$ cat config.mk
export PLATFORM = sky130hd
export DESIGN_NAME = effect_dyn_compressor
export DESIGN_NICKNAME = d
export VERILOG_FILES = /design/src/rtl/effects_pkg.sv /design/src/rtl/comp_env_follower.sv /design/src/rtl/effect_dyn_compressor.sv
export SDC_FILE = /design/constraint.sdc
export NUM_CORES = 1
export LEC_CHECK = 0
export CORE_ASPECT_RATIO = 0.6
export CORE_UTILIZATION = 50
export DETAILED_ROUTE_END_ITERATION = 8
export HOLD_SLACK_MARGIN = 0.08
export PLACE_DENSITY = 0.76
export SKIP_LAST_GASP = 1
export SLEW_MARGIN = 40
export SYNTH_ARGS = -nofsm -noshare
export SYNTH_HDL_FRONTEND = slang
export SYNTH_HIERARCHICAL = 1
export SYNTH_SLANG_ARGS = --single-unit
$ cat constraint.sdc
create_clock -name i_clk -period 7.7 [get_ports i_clk]
set_input_delay 0.77 -clock i_clk [delete_from_list [all_inputs] [get_ports i_clk]]
set_output_delay 0.77 -clock i_clk [all_outputs]
set_load 0.005 [all_outputs]
$ cat src/rtl/effects_pkg.sv
// Shared types and helpers for the audio effect blocks: compression ratio
// encoding, level-to-threshold/makeup lookup and unsigned saturation.
package effects_pkg;

  typedef enum logic [1:0] {
    RATIO_2_1   = 2'd0,
    RATIO_4_1   = 2'd1,
    RATIO_8_1   = 2'd2,
    RATIO_LIMIT = 2'd3
  } ratio_e;

  // Threshold is expressed for a 16-bit sample; callers scale it to their width.
  typedef struct packed {
    logic [14:0] threshold;
    logic [1:0]  makeup;
  } level_cfg_t;

  localparam int SAT_W = 32;

  function automatic level_cfg_t level_cfg(input logic [2:0] level);
    level_cfg_t cfg;
    case (level)
      3'd0:    cfg = '{threshold: 15'd28000, makeup: 2'd0};
      3'd1:    cfg = '{threshold: 15'd24000, makeup: 2'd0};
      3'd2:    cfg = '{threshold: 15'd20000, makeup: 2'd0};
      3'd3:    cfg = '{threshold: 15'd16000, makeup: 2'd1};
      3'd4:    cfg = '{threshold: 15'd12000, makeup: 2'd1};
      3'd5:    cfg = '{threshold: 15'd8000,  makeup: 2'd2};
      3'd6:    cfg = '{threshold: 15'd4000,  makeup: 2'd2};
      default: cfg = '{threshold: 15'd2000,  makeup: 2'd3};
    endcase
    return cfg;
  endfunction

  // Clamp an unsigned value to an upper limit.
  function automatic logic [SAT_W-1:0] saturate_u(input logic [SAT_W-1:0] value,
                                                  input logic [SAT_W-1:0] limit);
    return (value > limit) ? limit : value;
  endfunction

endpackage

$ cat src/rtl/comp_env_follower.sv
// Per-channel peak envelope store. The update for the presented channel is
// computed combinationally and written back at the same clock edge, so a
// sample on the same channel in the very next cycle reads the new value.
module comp_env_follower
  import effects_pkg::*;
#(
  parameter int DATA_W    = 16,
  parameter int NUM_CH    = 2,
  parameter int ATK_SHIFT = 2,
  parameter int REL_SHIFT = 6,
  localparam int CH_W     = (NUM_CH > 1) ? $clog2(NUM_CH) : 1
) (
  input  logic              i_clk,
  input  logic              i_rst,
  input  logic              i_valid,
  input  logic [CH_W-1:0]   i_ch,
  input  logic [DATA_W-2:0] i_amp,
  output logic [DATA_W-2:0] o_env
);

  logic [DATA_W-2:0] env_q [NUM_CH];
  logic [DATA_W-2:0] env_d [NUM_CH];
  logic [DATA_W-2:0] env_cur;
  logic [DATA_W-2:0] env_new;

  // Attack toward louder input quickly, release toward quieter input slowly.
  always_comb begin
    env_cur = env_q[i_ch];
    if (i_amp > env_cur) begin
      env_new = env_cur + ((i_amp - env_cur) >> ATK_SHIFT);
    end else begin
      env_new = env_cur - ((env_cur - i_amp) >> REL_SHIFT);
    end
  end

  // Only the addressed channel changes, and only for an accepted sample.
  always_comb begin
    env_d = env_q;
    if (i_valid) begin
      env_d[i_ch] = env_new;
    end
  end

  // Envelope storage with synchronous clear.
  always_ff @(posedge i_clk) begin
    if (i_rst) begin
      for (int c = 0; c < NUM_CH; c++) begin
        env_q[c] <= '0;
      end
    end else begin
      env_q <= env_d;
    end
  end

  assign o_env = env_new;

endmodule

$ cat src/rtl/effect_dyn_compressor.sv
// Three-stage dynamic range compressor for interleaved multi-channel audio.
// Stage 1 rectifies and captures controls, stage 2 updates the channel
// envelope, stage 3 applies threshold/ratio reduction, makeup gain and sign.
module effect_dyn_compressor
  import effects_pkg::*;
#(
  parameter int DATA_W    = 16,
  parameter int NUM_CH    = 2,
  parameter int ATK_SHIFT = 2,
  parameter int REL_SHIFT = 6,
  localparam int CH_W     = (NUM_CH > 1) ? $clog2(NUM_CH) : 1
) (
  input  logic                     i_clk,
  input  logic                     i_rst,
  input  logic                     i_valid,
  input  logic [CH_W-1:0]          i_ch,
  input  logic                     i_enable,
  input  logic [2:0]               i_level,
  input  logic [1:0]               i_ratio,
  input  logic                     i_link,
  input  logic signed [DATA_W-1:0] i_data,
  output logic signed [DATA_W-1:0] o_data,
  output logic                     o_valid,
  output logic [CH_W-1:0]          o_ch
);

  localparam logic [DATA_W-2:0] AMP_MAX  = '1;
  localparam logic [CH_W:0]     NUM_CH_L = (CH_W+1)'(NUM_CH);

  typedef struct packed {
    logic                     valid;
    logic [CH_W-1:0]          ch;
    logic signed [DATA_W-1:0] data;
    logic [DATA_W-2:0]        amp;
    logic                     enable;
    logic [2:0]               level;
    ratio_e                   ratio;
    logic                     link;
  } s1_t;

  typedef struct packed {
    logic                     valid;
    logic [CH_W-1:0]          ch;
    logic signed [DATA_W-1:0] data;
    logic [DATA_W-2:0]        amp;
    logic                     enable;
    logic [2:0]               level;
    ratio_e                   ratio;
    logic [DATA_W-2:0]        env;
  } s2_t;

  typedef struct packed {
    logic                     valid;
    logic [CH_W-1:0]          ch;
    logic signed [DATA_W-1:0] data;
  } out_t;

  s1_t  s1_q, s1_d;
  s2_t  s2_q, s2_d;
  out_t out_q, out_d;

  logic              accept;
  logic [DATA_W-1:0] in_mag;
  logic [CH_W-1:0]   env_ch;
  logic [DATA_W-2:0] env_upd;

  level_cfg_t        cfg;
  logic [DATA_W-2:0] thr;
  logic [DATA_W-2:0] over;
  logic [DATA_W-2:0] red;
  logic [DATA_W-2:0] reduced;
  logic [DATA_W+1:0] boosted;
  logic [DATA_W-2:0] mag_out;
  logic [DATA_W-1:0] pos_val;
  logic [DATA_W-1:0] comp_val;

  // Samples addressed to a channel that does not exist are dropped entirely.
  assign accept = i_valid && ({1'b0, i_ch} < NUM_CH_L);

  // In link mode every channel shares the channel-0 envelope.
  assign env_ch = s1_q.link ? '0 : s1_q.ch;

  // Stage 1: rectify (most negative input clamps to full scale) and capture controls.
  always_comb begin
    s1_d       = s1_q;
    s1_d.valid = accept;
    in_mag     = i_data[DATA_W-1] ? DATA_W'(-i_data) : DATA_W'(i_data);
    if (accept) begin
      s1_d.ch     = i_ch;
      s1_d.data   = i_data;
      s1_d.amp    = (DATA_W-1)'(saturate_u(SAT_W'(in_mag), SAT_W'(AMP_MAX)));
      s1_d.enable = i_enable;
      s1_d.level  = i_level;
      s1_d.ratio  = ratio_e'(i_ratio);
      s1_d.link   = i_link;
    end
  end

  comp_env_follower #(
    .DATA_W    (DATA_W),
    .NUM_CH    (NUM_CH),
    .ATK_SHIFT (ATK_SHIFT),
    .REL_SHIFT (REL_SHIFT)
  ) u_env (
    .i_clk   (i_clk),
    .i_rst   (i_rst),
    .i_valid (s1_q.valid),
    .i_ch    (env_ch),
    .i_amp   (s1_q.amp),
    .o_env   (env_upd)
  );

  // Stage 2: carry the sample forward together with its freshly updated envelope.
  always_comb begin
    s2_d       = s2_q;
    s2_d.valid = s1_q.valid;
    if (s1_q.valid) begin
      s2_d.ch     = s1_q.ch;
      s2_d.data   = s1_q.data;
      s2_d.amp    = s1_q.amp;
      s2_d.enable = s1_q.enable;
      s2_d.level  = s1_q.level;
      s2_d.ratio  = s1_q.ratio;
      s2_d.env    = env_upd;
    end
  end

  // Stage 3: gain computation; the output register holds between strobes.
  always_comb begin
    cfg  = level_cfg(s2_q.level);
    thr  = (DATA_W-1)'(cfg.threshold) << (DATA_W-16);
    over = (s2_q.env > thr) ? (s2_q.env - thr) : '0;
    case (s2_q.ratio)
      RATIO_2_1: red = over - (over >> 1);
      RATIO_4_1: red = over - (over >> 2);
      RATIO_8_1: red = over - (over >> 3);
      default:   red = over;
    endcase
    reduced  = (s2_q.amp > red) ? (s2_q.amp - red) : '0;
    boosted  = (DATA_W+2)'(reduced) << cfg.makeup;
    mag_out  = (DATA_W-1)'(saturate_u(SAT_W'(boosted), SAT_W'(AMP_MAX)));
    pos_val  = {1'b0, mag_out};
    comp_val = s2_q.data[DATA_W-1] ? (~pos_val + DATA_W'(1)) : pos_val;

    out_d       = out_q;
    out_d.valid = s2_q.valid;
    if (s2_q.valid) begin
      out_d.ch   = s2_q.ch;
      out_d.data = s2_q.enable ? $signed(comp_val) : s2_q.data;
    end
  end

  // Pipeline registers; reset discards everything in flight.
  always_ff @(posedge i_clk) begin
    if (i_rst) begin
      s1_q  <= '0;
      s2_q  <= '0;
      out_q <= '0;
    end else begin
      s1_q  <= s1_d;
      s2_q  <= s2_d;
      out_q <= out_d;
    end
  end

  assign o_data  = out_q.data;
  assign o_valid = out_q.valid;
  assign o_ch    = out_q.ch;

endmodule

==> out/qor.txt, run 1 <==
Switch share -> 46.9%
First-pass GRT wire length -> 59.9 mm
Status -> finished, violations left
Logic pwr share -> 63.2%
Most common cell after layout, fill and taps aside -> nor2_1
Worst setup SP type -> flip-flop
Site row count -> 43
Area grow syn2layout -> 22.3%
Failing checks -> negative setup slack
Synth Area in Compound Gates -> 23.9%
Area share of the largest cell type after synthesis -> 23.9%
Vias in the first global route -> 10800
Syn Area/Cell -> 7.76 um^2
Sinks on Clock Net -> 142
Leak pwr -> 6.10 nW
Slowest cell on crit path -> or3b_4
Total grt overflow -> 0
IO Port Bufs -> 44
Clock Skew -> 13.1 ps
Sw Pwr -> 2.24 mW
Distinct cell type count after synthesis -> 96
Clock power share -> 17.8%
Die area -> 24400 um^2
Adder-cell area share of the yosys netlist -> 10.1%
Kind of end point of the critical path -> flip-flop
Largest family of logic cells by synthesized area -> compound AO/OA/AOI/OAI gates
Main synth FF type -> dfxtp_1
Syn Inst Count -> 1532
Initial Utilization -> 51.3%
Worst-path clk slew -> 70 ps
Die W -> 201 um
Final setup TNS -> -60.6 ps
Dominant cell type by area after synthesis -> dfxtp_1
Commonest cells after routing, fill and taps aside -> 189 x nor2_1, 145 x buf_4, 138 x dfxtp_1, 113 x nand2_1, 101 x mux2i_1
Gp weighted congestion -> 0.962
Cell Area, Synth -> 11900 um^2
Sequential-to-total area share from yosys stat -> 23.9%
Tightest Pin Transition -> 823 ps
I/O pin total -> 45
Relative slew margins -> 44.9%
Crit-path max cell delay -> 430 ps
Warnings from Yosys -> 6
Layout Utilization -> 62.7%
Tot Pwr -> 4.77 mW
Initial DRC count -> 1471
Num CTS Buffers -> 17
Post-synthesis net count -> 1653
WL/cell -> 19.8 um
CP max FO -> 5
PnR worst setup slack -> -42.9 ps
Layout cells sized above 1 -> 19.2%
Final setup fails -> 2
Dpl hpwl -> 28.4 mm
Setup Crit Path Kind -> reg -> reg
Top post-synthesis cells by area -> dfxtp_1 24%, ha_1 9.5%, mux2i_1 8.5%, nor2_1 6.1%, a21oi_1 4.5%
Most frequent CP cell -> buf_4
Cell-internal power -> 2.53 mW
Fin. max-slew vios -> 0
Final hold violation count -> 0
Bufs on Longest Clock Path -> 2
Unrepaired setup endpoints after global routing -> true
Post-synth EDFFs -> 0
Vias -> 12200
Die height -> 121 um
CTS tree -> done
Worst-Skew Late Latency -> 420 ps
Synth Register Bits -> 142
Post-route ant nets -> 0
Post-Synth XOR/XNOR Area -> 5.67%
Max-cap violation count -> 0
Final WL -> 39.0 mm
Core area -> 23200 um^2
Diodes inserted -> 0
Min cycle time layout -> 7740 ps
Critical path required time -> 7980 ps
CTS H-tree depth -> 4
WP data arrival -> 8030 ps
Drc violations -> 0
Total GRT Usage -> 31.1%
FMAX -> 129 MHz
Synth async-reset ratio -> 0%
Mux contribution to synthesized area -> 8.98%
Period utilization -> 101%
CTS Root Cell -> clkbuf_16
Post-synthesis simple-gate area fraction -> 21.5%
Final #Nets -> 1765
Flop pwr share -> 19.0%
Hold WC Path Type -> reg -> reg
Vias per inst -> 6.20
Worst VDD drop -> 0.000252 V
P per Cell Area -> 328 nW/um^2
Total iterations of the first detailed-routing run -> 6
Largest net degree at the start of global routing -> 90
Initial antenna violation count -> 0
synthesized netlist by cell type, types with 11 or more instances:
library cell,instances
dfxtp_1,142
nand3_1,36
a211oi_1,33
a31oi_1,20
a221o_1,11
nand2_1,115
xor2_1,43
inv_1,80
mux2i_1,101
and2_1,19
o21a_1,17
nor2_1,194
buf_1,13
o31ai_1,13
xnor2_1,34
clkbuf_1,73
a21oi_1,108
o211ai_1,16
nor2b_1,19
o21ai_0,65
nand2b_1,20
nor3_1,38
ha_1,90
a21o_1,21
registers in the layout, summed over array words and instances (netlist names):
name and count:
u_env/env_q 30, o_ch 1, out_d 1, o_valid 1
o_data 16, s2_q 53, s1_q 40
power groups by stage:
stage / Combinational, mW / Clock, mW / Sequential (mW)
3_5_place_dp: 2.72 / 0 / 0.910
2_1_floorplan: 1.96 / 0 / 0.877
4_1_cts: 2.79 / 0.853 / 0.896
5_1_grt: 3.23 / 0.888 / 0.910
3_3_place_gp: 2.67 / 0 / 0.907
6_report: 3.01 / 0.849 / 0.904
worst max-delay path, delay by kind of cell (launching register included):
family,cells,cell delay [ps]
buf+inv,13,1540
xor+xnor,3,580
flops,1,370
simple gates,10,1720
fa+ha+maj,4,1190
compound gates,17,2210
layout make-up:
| type | instances | area (um^2) |
|---|---|---|
| Multi-Input combinational cell | 1211 | 8830 |
| Fill cell | 1955 | 8650 |
| Sequential cell | 142 | 2860 |
| Timing Repair Buffer | 192 | 1560 |
| Clock buffer | 19 | 454 |
| Tap cell | 315 | 394 |
| Inverter | 80 | 300 |
| Clock inverter | 12 | 148 |
worst paths after layout:
check                    end  depth (start not counted)  slack [ps]       startpoint
max               o_data[14]                         47         -40         s2_q[18]
min          u_env/env_q[20]                          2         460  u_env/env_q[20]
max reg2reg       o_data[14]                         47         -40         s2_q[18]
min reg2reg  u_env/env_q[20]                          2         460  u_env/env_q[20]
routing by layer:
layer  global-route usage (%)  part of all wire (%)
met5                        0                     0
met4                     6.39                   1.4
met3                     6.53                    11
met2                     41.3                    40
met1                     49.4                    48
what timing repair did:
| item | 4_1_cts | 5_1_grt |
|---|---|---|
| buffers inserted | 25 | 21 |
| endpoints found under the setup margin | 11 | 15 |
| pin swaps | 38 | 66 |
| cloned | 0 | 0 |
| gates resized for setup | 36 | 73 |
| hold buffers | 0 | 0 |
per-stage QoR:
| stage | worst slack, ps | hold WS (ps) | std cells | area (um^2) |
|---|---|---|---|---|
| 2_1_floorplan | 9.38 | 436 | 1532 | 12000 |
| 3_3_place_gp | -22.2 | 442 | 1898 | 13200 |
| 3_5_place_dp | -408 | 446 | 1898 | 13200 |
| 4_1_cts | 0.931 | 455 | 1954 | 14100 |
| 5_1_grt | -309 | 474 | 1971 | 14500 |
| 6_report | -42.9 | 456 | 1971 | 14500 |
kinds of logic after synthesis:
| logic type | count (synthesis) |
|---|---|
| and+or+nand+nor | 525 |
| AOI/OAI and AO/OA | 409 |
| adders and majority gates | 94 |
| DFF | 142 |
| buffers and inverters | 179 |
| xor gates and xnor gates | 77 |
| muxes | 106 |
Power figures use the tool's default switching activity.
==> run 2: changes to the inputs <==
Settings changed: ABC_AREA set to 1, CELL_PAD_IN_SITES_DETAIL_PLACEMENT set to 1, CELL_PAD_IN_SITES_GLOBAL_PLACEMENT set to 2, CORE_UTILIZATION 50 to 31, PLACE_DENSITY 0.76 to 0.83.
==> run 2 against run 1 <==
The flow now finishes without violations. Critical path type unchanged. Routed wire length increased by 13%. Area after synthesis decreased by 0.81%. Power decreased by 23%. Register-to-register slack improved by 480 ps. Synthesized cell count increased by 22%. Largest cell class unchanged. Core utilization decreased by 25 points. Critical path depth increased by 4. Combinational power decreased by 36%. Critical endpoint unchanged.
==> out/qor.txt, run 2 <==
Status -> completed
Leak pwr -> 6.82 nW
Post-route ant nets -> 0
Non-Filler Instances -> 2439
Distinct cell type count after synthesis -> 59
Main synth FF type -> dfxtp_1
Relative slew margins -> 43.2%
Worst VDD drop -> 0.000195 V
PnR worst setup slack -> 440 ps
GR Util met2 -> 32.4%
CTS H-tree depth -> 4
I/O pin total -> 45
Initial DRC count -> 815
Warnings from Yosys -> 6
Synth Register Bits -> 142
Worst Hold Launch -> o_data[9]
Final setup TNS -> 0 ps
WL/cell -> 18.1 um
CP max FO -> 7
Min cycle time layout -> 7260 ps
Die area -> 38800 um^2
Post-synthesis net count -> 1987
Multi-input logic area -> 7890 um^2
Final WL -> 44.2 mm
WP data arrival -> 7610 ps
Tightest Pin Transition -> 842 ps
Largest net degree at the start of global routing -> 71
Hold Path Sink -> o_data[9]
Setup Crit Path Kind -> reg -> reg
Vias per inst -> 5.14
Layout Utilization -> 37.9%
Period utilization -> 94.3%
Biggest register -> s2_q
Delay-heaviest family, CP -> simple AND/OR/NAND/NOR gates
Fillers -> 4827
Max FFs per register -> 53
Worst-path clk slew -> 70 ps
Site row count -> 54
Die W -> 254 um
Layout cells sized above 1 -> 13.4%
FF/Latch Area -> 2850 um^2
R2R cell count -> 51
Commonest cells after routing, fill and taps aside -> 343 x nand2_1, 253 x inv_1, 228 x nor2_1, 185 x o21ai_0, 140 x dfxtp_1
Worst-Skew Late Latency -> 440 ps
Initial Utilization -> 32.0%
Vias in the first global route -> 12400
Synth async-reset ratio -> 0%
Met3 Track Usage GR -> 3.64%
Post-synth EDFFs -> 0
Cell Area, Synth -> 11800 um^2
Final setup fails -> 0
Sinks on Clock Net -> 142
Dpl hpwl -> 34.7 mm
FF-to-FF Start -> s2_q[19]
Fin. max-slew vios -> 0
CTS tree -> done
CTS Root Cell -> clkbuf_16
IO Port Bufs -> 44
Initial antenna violation count -> 0
Syn Area/Cell -> 6.32 um^2
Final #Nets -> 2044
Kind of end point of the critical path -> flip-flop
Vias -> 12500
Total GRT Usage -> 22.5%
Area share of the largest cell type after synthesis -> 24.1%
CP bufs+invs -> 9
Diodes inserted -> 0
Largest registers -> s2_q: 53 flops, s1_q: 40 flops, u_env/env_q: 30 flops
Pre-CTS WS -> -146 ps
Synth cell count leaders -> 350 x nand2_1, 269 x inv_1, 236 x nor2_1, 196 x o21ai_0
Worst r2r dst -> o_data[14]
P per Cell Area -> 262 nW/um^2
First-pass GRT wire length -> 68.7 mm
Die height -> 153 um
Crit-path max cell delay -> 520 ps
Total iterations of the first detailed-routing run -> 5
Dominant cell type by area after synthesis -> dfxtp_1
FMAX -> 138 MHz
Syn Inst Count -> 1866
Sequential-to-total area share from yosys stat -> 24.1%
Core area -> 36900 um^2
Final hold violation count -> 0
Clock Skew -> 23.8 ps
Gp weighted congestion -> 0.881
Placed cells -> 2378
Hold path depth -> 2
Critical path required time -> 8040 ps
Area grow syn2layout -> 18.5%
Most common cell after layout, fill and taps aside -> nand2_1
Top post-synthesis cells by area -> dfxtp_1 24%, nand2_1 11%, ha_1 9.6%, inv_1 8.6%, o21ai_0 8.3%
Total grt overflow -> 0
Most frequent CP cell -> nand2_1
Reg2Reg Setup Slack -> 440 ps
Hold WC Path Type -> reg -> reg
GR peak layer -> met1
Met1 usage -> 35.0%
Num CTS Buffers -> 17
Max-cap violation count -> 0
Bufs on Longest Clock Path -> 2
Slowest cell on crit path -> ha_1
Drc violations -> 0
Most frequent cell after synthesis -> nand2_1
Worst setup SP type -> flip-flop
==> run 2: changes by cell type after synthesis, sizes merged, moves of 24 or more <==
cell	change
nand3	+64
mux2i	-101
nand4	+26
a21oi	+38
nand2	+257
xnor2	-24
o21ai	+135
a211oi	-33
nor2	+57
inv	+206
==> run 2: worst max path at each step <==
| stage | from | cells past startpoint | endpoint | slack (ps) |
|---|---|---|---|---|
| detailed placement | s2_q[18] | 56 | o_data[14] | -150 |
| floorplan | s2_q[19] | 54 | o_data[10] | 700 |
| global placement | s2_q[18] | 56 | o_data[14] | 240 |
| global route | s2_q[19] | 55 | o_data[14] | -100 |
| finish | s2_q[19] | 51 | o_data[14] | 440 |
| CTS | s2_q[18] | 56 | o_data[14] | 50 |
==> run 2: power breakdown <==
group          leakage (nW)  total (mW)  switching, mW  internal [mW]
Sequential             1.17       0.846         0.0538          0.792
Clock                 0.296       0.881          0.356          0.525
Combinational          5.35        1.94           1.29          0.655
==> run 2: stage by stage <==
step,hold WS (ps),total power [mW],instance area [um^2]
6_report,474,3.67,14000
5_1_grt,504,3.93,14000
4_1_cts,479,3.55,13500
3_5_place_dp,453,2.65,12800
3_3_place_gp,458,2.61,12800
2_1_floorplan,434,2.12,11800
==> run 2: final cells by class <==
| cell class | instances | area share [%] |
|---|---|---|
| flip-flops and latches | 142 | 20.4 |
| multi-input cells | 1369 | 56.4 |
| inverters | 288 | 7.82 |
| well taps | 504 | 4.51 |
| clock inverters | 13 | 1.27 |
| repair buffers | 105 | 6.45 |
| clock buffers | 18 | 3.14 |
==> run 2: worst register-to-register path, delay by kind of cell, from the launching register on <==
family	cells	cell delay, ps
AOI/OAI and AO/OA	10	1770
buffers and inverters	9	860
xor gates and xnor gates	1	150
DFF	1	370
adders and majority gates	4	1340
and+or+nand+nor	27	2670
==> run 2: layer usage <==
metal / wire length [um] / share of wire (%)
met4: 350 / 0.79
met1: 23900 / 54
met2: 18000 / 41
met3: 1960 / 4.4
met5: 0 / 0
==> run 2: cells by family (layout without fill, tap and decap cells) <==
| kind of cell | count (synthesis) | after routing | synth area share, % |
|---|---|---|---|
| simple gates | 794 | 794 | 29.8 |
| compound gates | 438 | 438 | 20.9 |
| buf+inv | 355 | 424 | 11.7 |
| xor+xnor | 43 | 43 | 3.26 |
| flops | 142 | 142 | 24.1 |
| fa+ha+maj | 94 | 94 | 10.2 |
==> run 2: timing repair <==
item | CTS | global route
pin swaps | 0 | 49
hold buffers | 0 | 0
endpoints found under the setup margin | 5 | 15
buffers inserted | 1 | 29
hold endpoints to repair | 0 | 0
gates resized for setup | 9 | 93
==> run 3: changes to the inputs <==
Settings changed: GPL_ROUTABILITY_DRIVEN set to 1.
==> results of run 3 <==
No change in the layout: final DEF, timing and power equal those of run 2.
